[config.mk]
export PLATFORM = sky130hd
export DESIGN_NAME = muldiv_seq
export DESIGN_NICKNAME = d
export VERILOG_FILES = /design/src/rtl/muldiv_seq.sv
export SDC_FILE = /design/constraint.sdc
export NUM_CORES = 1
export LEC_CHECK = 0
export CORE_MARGIN = 5
export CORE_UTILIZATION = 45
export DETAILED_ROUTE_END_ITERATION = 16
export GPL_TIMING_DRIVEN = 0
export HOLD_SLACK_MARGIN = 0.12
export SYNTH_ARGS = -nofsm -noshare
export SYNTH_HDL_FRONTEND = slang
export SYNTH_SLANG_ARGS = --single-unit
export TNS_END_PERCENT = 10
[constraint.sdc]
create_clock -name clk -period 11.5 [get_ports clk]
set_input_delay 1.725 -clock clk [delete_from_list [all_inputs] [get_ports clk]]
set_output_delay 1.725 -clock clk [all_outputs]
set_load 0.1 [all_outputs]
[src/rtl/muldiv_seq.sv]
// muldiv_seq: iterative RV32M/RV64M multiply/divide sequencer for EX.
// Magnitude datapath, BPC bits per cycle, sign fixed in a final cycle.
module muldiv_seq #(
    parameter int XLEN = 32,
    parameter int BPC  = 1
) (
    input  logic            clk,
    input  logic            rst,
    input  logic            start,
    input  logic [2:0]      funct3,
    input  logic [XLEN-1:0] rs1,
    input  logic [XLEN-1:0] rs2,
    input  logic            flush,
    output logic            busy,
    output logic            stall,
    output logic            done,
    output logic [XLEN-1:0] result
);
    localparam int N  = XLEN / BPC;
    localparam int CW = $clog2(N);
    localparam logic [CW-1:0] LAST = CW'(N - 1);
    localparam logic [XLEN-1:0] MIN_NEG =
        {1'b1, {(XLEN-1){1'b0}}};

    typedef enum logic [1:0] {
        IDLE, CALC, FIX, DONE
    } state_t;

    state_t state, state_n;

    logic [2:0]        op_q;
    logic              neg_a, neg_b;
    logic [CW-1:0]     cnt;
    logic [XLEN-1:0]   mag_b;
    logic [2*XLEN-1:0] acc, acc_n;
    logic [XLEN-1:0]   rem, rem_n;

    logic              accept;
    logic              sgn_a, sgn_b;
    logic              na, nb;
    logic [XLEN-1:0]   mag_a_in, mag_b_in;
    logic              div_zero, div_ovf, special;
    logic [XLEN-1:0]   spec_res;

    logic [2*XLEN-1:0] prod;
    logic [XLEN-1:0]   q_fix, r_fix, fix_res;

    logic [XLEN:0]     sum;
    logic [XLEN:0]     trial;

    // Acceptance decode: operand signs, magnitudes, corner cases
    always_comb begin
        accept = (state == IDLE) & start & ~flush;
        sgn_a  = 1'b0;
        sgn_b  = 1'b0;
        case (funct3)
            3'b000, 3'b001, 3'b100, 3'b110: begin
                sgn_a = 1'b1;
                sgn_b = 1'b1;
            end
            3'b010:  sgn_a = 1'b1;
            default: ;
        endcase
        na       = sgn_a & rs1[XLEN-1];
        nb       = sgn_b & rs2[XLEN-1];
        mag_a_in = na ? -rs1 : rs1;
        mag_b_in = nb ? -rs2 : rs2;
        div_zero = funct3[2] & (rs2 == '0);
        div_ovf  = funct3[2] & ~funct3[0]
                 & (rs1 == MIN_NEG) & (rs2 == '1);
        special  = div_zero | div_ovf;
        if (div_zero & ~funct3[1])
            spec_res = '1;
        else if (div_zero)
            spec_res = rs1;
        else if (~funct3[1])
            spec_res = MIN_NEG;
        else
            spec_res = '0;
    end

    // One CALC step: BPC shift-add or restoring-divide bits
    always_comb begin
        acc_n = acc;
        rem_n = rem;
        sum   = '0;
        trial = '0;
        if (op_q[2]) begin
            for (int i = 0; i < BPC; i++) begin
                trial = {rem_n, acc_n[XLEN-1]};
                acc_n = {acc_n[2*XLEN-1:XLEN],
                         acc_n[XLEN-2:0], 1'b0};
                if (trial >= {1'b0, mag_b}) begin
                    trial    = trial - {1'b0, mag_b};
                    acc_n[0] = 1'b1;
                end
                rem_n = trial[XLEN-1:0];
            end
        end else begin
            for (int i = 0; i < BPC; i++) begin
                sum = {1'b0, acc_n[2*XLEN-1:XLEN]}
                    + (acc_n[0] ? {1'b0, mag_b}
                                : {(XLEN+1){1'b0}});
                acc_n = {sum, acc_n[XLEN-1:1]};
            end
        end
    end

    // FIX-stage sign correction and result select
    always_comb begin
        prod  = (neg_a ^ neg_b) ? -acc : acc;
        q_fix = (neg_a ^ neg_b) ? -acc[XLEN-1:0]
                                : acc[XLEN-1:0];
        r_fix = neg_a ? -rem : rem;
        if (~op_q[2])
            fix_res = (op_q[1:0] == 2'b00)
                    ? prod[XLEN-1:0]
                    : prod[2*XLEN-1:XLEN];
        else if (~op_q[1])
            fix_res = q_fix;
        else
            fix_res = r_fix;
    end

    // State register
    always_ff @(posedge clk or posedge rst) begin
        if (rst)
            state <= IDLE;
        else
            state <= state_n;
    end

    // Next-state logic; flush always returns to IDLE
    always_comb begin
        state_n = state;
        if (flush) begin
            state_n = IDLE;
        end else begin
            case (state)
                IDLE: if (accept)
                          state_n = special ? DONE : CALC;
                CALC: if (cnt == LAST)
                          state_n = FIX;
                FIX:  state_n = DONE;
                DONE: state_n = IDLE;
                default: state_n = IDLE;
            endcase
        end
    end

    // Outputs decoded from state
    always_comb begin
        busy  = (state != IDLE);
        done  = (state == DONE);
        stall = (start & (state == IDLE) & ~flush)
              | (busy & ~done);
    end

    // Datapath registers and result
    always_ff @(posedge clk or posedge rst) begin
        if (rst) begin
            op_q   <= '0;
            neg_a  <= 1'b0;
            neg_b  <= 1'b0;
            cnt    <= '0;
            mag_b  <= '0;
            acc    <= '0;
            rem    <= '0;
            result <= '0;
        end else if (accept) begin
            op_q  <= funct3;
            neg_a <= na;
            neg_b <= nb;
            cnt   <= '0;
            mag_b <= mag_b_in;
            acc   <= {{XLEN{1'b0}}, mag_a_in};
            rem   <= '0;
            if (special)
                result <= spec_res;
        end else if (state == CALC) begin
            acc <= acc_n;
            rem <= rem_n;
            cnt <= cnt + CW'(1);
        end else if (state == FIX && !flush) begin
            result <= fix_res;
        end
    end
endmodule

# Word level (Yosys, flattened, before mapping)
# Index checks and enable logic that the tools add are counted.
# Widths: inputs -> output; s select.
[op_classes] n_addsub=8 n_eq_ne=15 n_shift=0 bitwise=17 n_div=0 mux=33 reduce_logical=16 order_cmp=1 mul=0
[op_table] op="$mux 32" n=19
[op_table] op="$mux 64" n=4
[op_table] op="$neg 32->32" n=4
[op_table] op="$eq 32x32->1 const B" n=2
[op_table] op="$neg 64->64" n=1
[op_table] op="$add 32x32->33" n=1
[op_table] op="$ge 33x32->1" n=1
[op_table] op="$logic_not 32->1" n=1
[op_table] op="$sub 32x32->32" n=1
[op_table] op="$and 1x1->1" n=10
[op_table] op="$mux 5" n=2
[op_table] op="$mux 2" n=4
[op_table] op="$pmux 2 s4" n=1
[op_table] op="$reduce_bool 2->1" n=4
[op_table] op="$eq 3x3->1 const B" n=2
[op_table] op="$ne 3x3->1 const B" n=2
[op_table] op="$reduce_and 2->1" n=3
[op_table] op="$add 5x1->5 const B" n=1
[op_table] op="$eq 5x5->1 const B" n=1
[op_table] op="$reduce_or 5->1" n=1
[op_table] op="$eq 2x2->1 const B" n=2
[op_table] op="$logic_not 2->1" n=2
[op_table] op="$ne 2x1->1 const B" n=2
[op_table] op="$not 1->1" n=4
[op_table] op="other kinds (12)" n=15
[word_totals] output_inout_bits=35 latch_bits=0 ram_bits=0 memories=0 word_cells=100 register_bits=172 romBits=0 in_bits=71

# Logic depth before layout (Yosys ltp)
# Gate-level depths: netlist (run 1).
[depth] ltp_word=9 depth_mapped=14 depth_no_buf=14

# Worst setup path before layout (run 1)
# Ideal clock, no wire load.
[synth_path] path_kind="input port to output port" start="in flush" end="out stall" required_time_ns=9.775 t_arrival_ns=3.387 path_slack_ns=6.388 cell_stages=5 path_cell_list="nand3b_1 > clkbuf_1 > clkbuf_1 > clkbuf_1 > nand2_1"
[synth_via] elab_chain_cells=3
[synth_rtl] element="from (decl)" line_no="13" text="input logic flush,"
[synth_rtl] element="$not 1->1" line_no="155" text="stall = (start & (state == IDLE) & ~flush)"
[synth_rtl] element="$and 1x1->1" line_no="155"
[synth_rtl] element="$or 1x1->1" line_no="156" text="| (busy & ~done);"
[synth_rtl] element="to (decl)" line_no="15" text="output logic stall,"
# Every way passes these cells.

# Worst setup path in the final report (run 1)
# Ends and elaborated chain as after synthesis.

==> impl_metrics.yaml, run 1 <==
run_status:
  status: "completed"
power_and_ir_drop:
  p_int_w: 0.00216
  p_per_area_mw_per_mm2: 281
  power_frac_comb: 0.643
  peakVddDrop_mv: 0.167
  power_switching_w: 0.00266
  switching_share: 0.552
  total_power_w: 0.00481
  p_leak_nw: 7.19
  p_seq_frac: 0.229
  p_clk_frac: 0.127
synth:
  synth_top_family_by_area: "compound AO/OA/AOI/OAI gates"
  synthAdderAreaFrac: 0.0666
  synthTopCellsByCount: "nand2_1, o21ai_0, nor2_1"
  synth-seq-cells: 172
  async_flop_share: 1.00
  synth-compound-area-share: 0.246
  synth_area_leaders: "dfrtp_1, o21ai_0, xor2_1"
  ys.flop_type: "dfrtp_1"
  synth-edff-count: 0
  synth-simple-area-share: 0.193
  ys_seq_area_frac: 0.289
  syn_area_mm2: 0.0149
  synth_top_area_frac: 0.289
  yosys.cell_count.top_type: "nand2_1"
  postSynthCellCount: 1864
  yosys-mux-area-fraction: 0.0424
  avgSynthCellArea_um2: 7.98
  yosysWarnings: 0
  synthDistinctLibCells: 82
  yosys.area_share.xor_xnor: 0.121
  synth.net_count: 2013
  synth_top_area_cell: "dfrtp_1"
sta:
  fin_crit_ns: 7.46
  final-hold-violation-count: 0
  fin_skew_ns: 0.0170
  rsz0062_at_grt: "no"
  setup_viol: 0
  finalWorstSetupSlack_ns: 4.04
  final.period_utilization: 0.649
  worst_slew_pin_slew_ns: 1.32
  relSlewSlack: 0.116
  setup_tns_ns: 0
  finalMaxSlewViolations: 0
  max_clock_freq_mhz: 134
clock_network:
  cts_tree: "yes"
  clockRootBuffer: "clkbuf_16"
  clock_path_buffers: 2
  clock-sinks: 172
  cts.repair_timing.setup_buffer_count: 0
  h-tree-depth: 4
  clock_latency_ns: 0.47
  holdBufCountCts: 0
  numCtsBuffers: 17
  post_cts_resized: 0
  clk_pin_slew_ns: 0.07
setup_path:
  worst-r2r-cell-count: 14
  cp.required_ns: 9.78
  reg2reg_to: "acc[63]"
  r2r_slack_ns: 6.81
  crit_start: "flush"
  rr_startpoint: "acc[0]"
  path_max_fanout: 10
  cp-end-kind: "output port"
  cp-start-kind: "input port"
  criticalPathCategory: "in2out"
  cp.arrival_ns: 5.74
routing:
  routedWlPerCell_um: 23.3
  vias: 14700
  drc: 0
  routed_wl_um: 57000
  via_per_inst: 6.01
  drt_first_pass_iters: 5
  drtIter0Drc: 1363
  ant_nets: 0
placement:
  post-place-cells: 2412
  preCtsSetupSlack_ns: 4.08
  io_buffers: 105
  gp_congestion: 1.04
  dp_hpwl_um: 45600
finish:
  layout.nets: 2138
  stdcell_count: 2444
  layout-drive-gt1-share: 0.0385
  antenna_cells: 0
  fill_cells: 3204
  syn2layout_area_growth_pct: 15.0
global_routing:
  track_usage: 0.309
  grt_pass1_wl_um: 86700
  antenna_found_initial: 0
  grt_max_degree: 112
  grt_overflow: 0
  grt_pass1_vias: 14400
floorplan:
  die_x_um: 192
  core_mm2: 0.0326
  start_util: 0.456
  fp.dieArea_mm2: 0.0368
  die_h_um: 192
  rows: 66
  io_pins: 106
min_path:
  hold_start: "mag_b[17]"
  min_to: "mag_b[17]"
  hp-class: "reg2reg"
  hold_path_depth: 2
flow_run:
  drv_cap: 0
-- placed cells by master (no fill, tap or decap), types with 29 or more instances in the layout --
cell	count
nand2_1	231
mux2i_1	63
nor2_1	189
inv_1	70
clkbuf_1	70
ha_1	76
dfrtp_1	172
o211ai_1	47
o21ai_0	197
xnor2_1	95
nor3_1	29
a21oi_1	97
xor2_1	110
clkdlybuf4s50_1	105
-- per-stage QoR --
| stage | hold WS (ns) | instance area [µm²] | utilization |
|---|---|---|---|
| after floorplan | 0.450 | 14900 | - |
| after global placement | 0.462 | 16500 | 0.505 |
| after detailed placement | 0.470 | 16500 | 0.506 |
| after CTS | 0.486 | 17100 | 0.525 |
| after global routing | 0.510 | 17100 | 0.525 |
| final | 0.479 | 17100 | 0.525 |
-- registers in the layout (all words and copies together) (netlist names) --
register  count
acc          64
mag_b        32
rem          32
result       32
cnt           5
op_q          3
state         2
neg_a         1
neg_b         1
-- critical path: stages --
cell             delay (ns)
clkdlybuf4s50_1        0.54
nand3b_1               0.32
clkbuf_1               0.73
clkbuf_1               0.65
clkbuf_1               0.64
nand2_1                0.12
clkdlybuf4s50_1        0.99
-- area by class of cell --
type	instances	area, µm²	area share
plain buffers	92	370	0.0216
well taps	442	553	0.0323
clock inverters	12	138	0.00804
flip-flops and latches	172	4300	0.251
inverters	71	274	0.0160
clock buffers	20	457	0.0267
repair buffers	106	1080	0.0630
multi-input cells	1529	9940	0.581
-- cells by family (layout without fill, tap and decap cells) --
logic type	after synthesis	in the layout
multiplexers	63	63
XOR/XNOR	205	205
buffers and inverters	163	301
AO/OA/AOI/OAI	567	567
adder cells (fa/ha/maj)	78	78
flip-flops	172	172
AND/OR/NAND/NOR	616	616
-- power by group through the flow --
stage                     clock, W  combinational, W  sequential [W]
after floorplan                  0           0.00181         0.00137
after global placement           0           0.00303         0.00110
after detailed placement         0           0.00305         0.00110
after CTS                 0.000614           0.00307         0.00109
after global routing      0.000638           0.00332         0.00113
final                     0.000613           0.00310         0.00110
-- worst max path at each step --
stage,to,slack [ns],depth (start not counted)
after global routing,stall,3.98,7
final,stall,4.04,7
after floorplan,acc[0],5.11,1
after global placement,mag_b[29],2.21,2
after CTS,stall,4.08,7
after detailed placement,stall,4.08,7
-- metal layers --
metal  global-route usage  share of wire  routed length, µm
met1                0.401           0.43              24400
met2                0.490           0.45              25700
met3               0.0491          0.060               3450
met4                0.176          0.061               3460
met5                    0              0                  0
(Power assumes the default switching activity.)
==> inputs of run 2 (changes only) <==
--- a/config.mk
+++ b/config.mk
@@ -10,6 +10,7 @@
 export DETAILED_ROUTE_END_ITERATION = 16
 export GPL_TIMING_DRIVEN = 0
 export HOLD_SLACK_MARGIN = 0.12
+export PLACE_DENSITY = 0.66
 export SYNTH_ARGS = -nofsm -noshare
 export SYNTH_HDL_FRONTEND = slang
 export SYNTH_SLANG_ARGS = --single-unit
==> constraint.sdc (replaced) <==
create_clock -name clk -period 6.35 [get_ports clk]
set_input_delay 0.9525 -clock clk [delete_from_list [all_inputs] [get_ports clk]]
set_output_delay 0.9525 -clock clk [all_outputs]
set_load 0.1 [all_outputs]
==> run 2 against run 1 <==
Effect of this change:
- critical path depth is the same
- setup slack worse by 3.7 ns
- largest power group unchanged
- design area about the same
- die area is the same
- flip-flop and latch count unchanged
- critical endpoint unchanged
- clock skew decreased by 0.0070 ns
- sequential power is 82% higher
==> impl_metrics.yaml, run 2 (synthesized netlist as in run 1, its figures left out) <==
sta:
  rsz0062_at_grt: "no"
  max_clock_freq_mhz: 167
  final-hold-violation-count: 0
  setup_viol: 0
  finalMaxSlewViolations: 0
  worst_slew_pin_slew_ns: 1.34
  fin_skew_ns: 0.00994
  final.period_utilization: 0.942
  fin_crit_ns: 5.98
  setup_tns_ns: 0
  relSlewSlack: 0.108
clock_network:
  h-tree-depth: 4
  cts_tree: "yes"
  clk_pin_slew_ns: 0.07
  clock_path_buffers: 2
  clock_latency_ns: 0.46
  numCtsBuffers: 17
  clockRootBuffer: "clkbuf_16"
  post_cts_resized: 0
  holdBufCountCts: 0
  clock-sinks: 172
  cts.repair_timing.setup_buffer_count: 0
power_and_ir_drop:
  p_int_w: 0.00392
  p_per_area_mw_per_mm2: 511
  power_frac_comb: 0.643
  switching_share: 0.551
  p_leak_nw: 7.20
  p_seq_frac: 0.229
  power_switching_w: 0.00482
  peakVddDrop_mv: 0.382
  p_clk_frac: 0.128
floorplan:
  io_pins: 106
  fp.dieArea_mm2: 0.0368
  start_util: 0.456
  die_x_um: 192
  die_h_um: 192
  core_mm2: 0.0326
  rows: 66
routing:
  drc: 0
  routedWlPerCell_um: 23.4
  ant_nets: 0
  routed_wl_um: 57100
  drt_first_pass_iters: 5
  vias: 14900
  via_per_inst: 6.08
  drtIter0Drc: 1410
setup_path:
  cp.buffers_inverters: 5
  cp.required_ns: 5.40
  cpMostUsedCell: "clkbuf_1"
  criticalPathCategory: "in2out"
  cp-start-kind: "input port"
  cp-end-kind: "output port"
  cp.arrival_ns: 5.03
  cp_top_family: "buffers and inverters"
  path_max_fanout: 10
  path_cells: "clkdlybuf4s50_1 -> nand3b_1 -> clkbuf_1 -> clkbuf_1 -> clkbuf_1 -> nand2_1 -> clkdlybuf4s50_1"
  critPathMaxStageDelay_ns: 1.00
  slowest_stage: "clkdlybuf4s50_1"
flow_run:
  drv_cap: 0
finish:
  final_common_cell: "nand2_1"
  layout.nets: 2138
  largest_reg_flops: 64
  fin_util: 0.525
  syn2layout_area_growth_pct: 15.1
  regMostFlops: "acc"
  mostFrequentLayoutCells: "nand2_1, o21ai_0, nor2_1"
  finalInstanceArea_mm2: 0.0171
  layout-drive-gt1-share: 0.0385
  antenna_cells: 0
run_status:
  status: "completed"
placement:
  dp_hpwl_um: 45400
  placed_area_mm2: 0.0165
  io_buffers: 105
  gp_congestion: 0.980
global_routing:
  antenna_found_initial: 1
  grt_pass1_vias: 14200
  grt_max_degree: 104
  grt_overflow: 0
  track_usage: 0.308
  grt_pass1_wl_um: 86400
min_path:
  hp-class: "reg2reg"
-- run 2: metal layers --
layer | global-route usage | share of wire | wire [µm] | vias to the layer above
met1 | 0.412 | 0.42 | 24200 | 7176
met4 | 0.164 | 0.058 | 3320 | 0
met2 | 0.488 | 0.45 | 25900 | 602
li1 | - | - | - | 6945
met5 | 0 | 0 | 0 | -
met3 | 0.0403 | 0.065 | 3700 | 129
-- run 2: path summary, 6_finish.rpt --
path                                start    endpoint  slack [ns]  depth (start not counted)
min in group asynchronous             rst  result[16]        0.95                          2
worst max register to register     acc[0]     acc[63]        1.81                         14
worst min register to register  mag_b[18]   mag_b[18]        0.48                          2
worst min-delay path            mag_b[18]   mag_b[18]        0.48                          2
worst max-delay path                flush       stall        0.37                          7
max in group asynchronous             rst   mag_b[29]        4.47                          3
-- run 2: layout make-up --
| type | instances | area [µm²] |
|---|---|---|
| Buffer | 92 | 370 |
| Clock inverter | 14 | 168 |
| Clock buffer | 18 | 429 |
| Timing Repair Buffer | 106 | 1080 |
| Sequential cell | 172 | 4300 |
| Inverter | 71 | 274 |
| Fill cell | 3152 | 15500 |
| Tap cell | 442 | 553 |
| Multi-Input combinational cell | 1529 | 9940 |
-- run 2: power groups by stage --
stage                     clock network [W]  registers, W  logic [W]
after floorplan                           0       0.00248    0.00329
after global placement                    0       0.00198    0.00551
after detailed placement                  0       0.00200    0.00553
after CTS                           0.00112       0.00198    0.00556
after global routing                0.00117       0.00205    0.00604
final                               0.00112       0.00200    0.00562
-- run 2: worst register-to-register path, delay by kind of cell, from the launching register on --
kind | cells | cell delay, ns
DFF | 1 | 0.46
and+or+nand+nor | 4 | 0.50
adders and majority gates | 1 | 0.35
buffers and inverters | 2 | 0.58
AOI/OAI and AO/OA | 7 | 2.52
-- run 2: metrics by stage --
stage | instances | worst slack, ns | hold slack, ns | power [W]
after detailed placement | 2412 | 0.450 | 0.469 | 0.00753
after CTS | 2444 | 0.445 | 0.485 | 0.00866
after global placement | 2411 | -1.98 | 0.462 | 0.00749
final | 2444 | 0.366 | 0.479 | 0.00874
after floorplan | 1864 | 0.737 | 0.450 | 0.00577
after global routing | 2444 | 0.333 | 0.507 | 0.00925
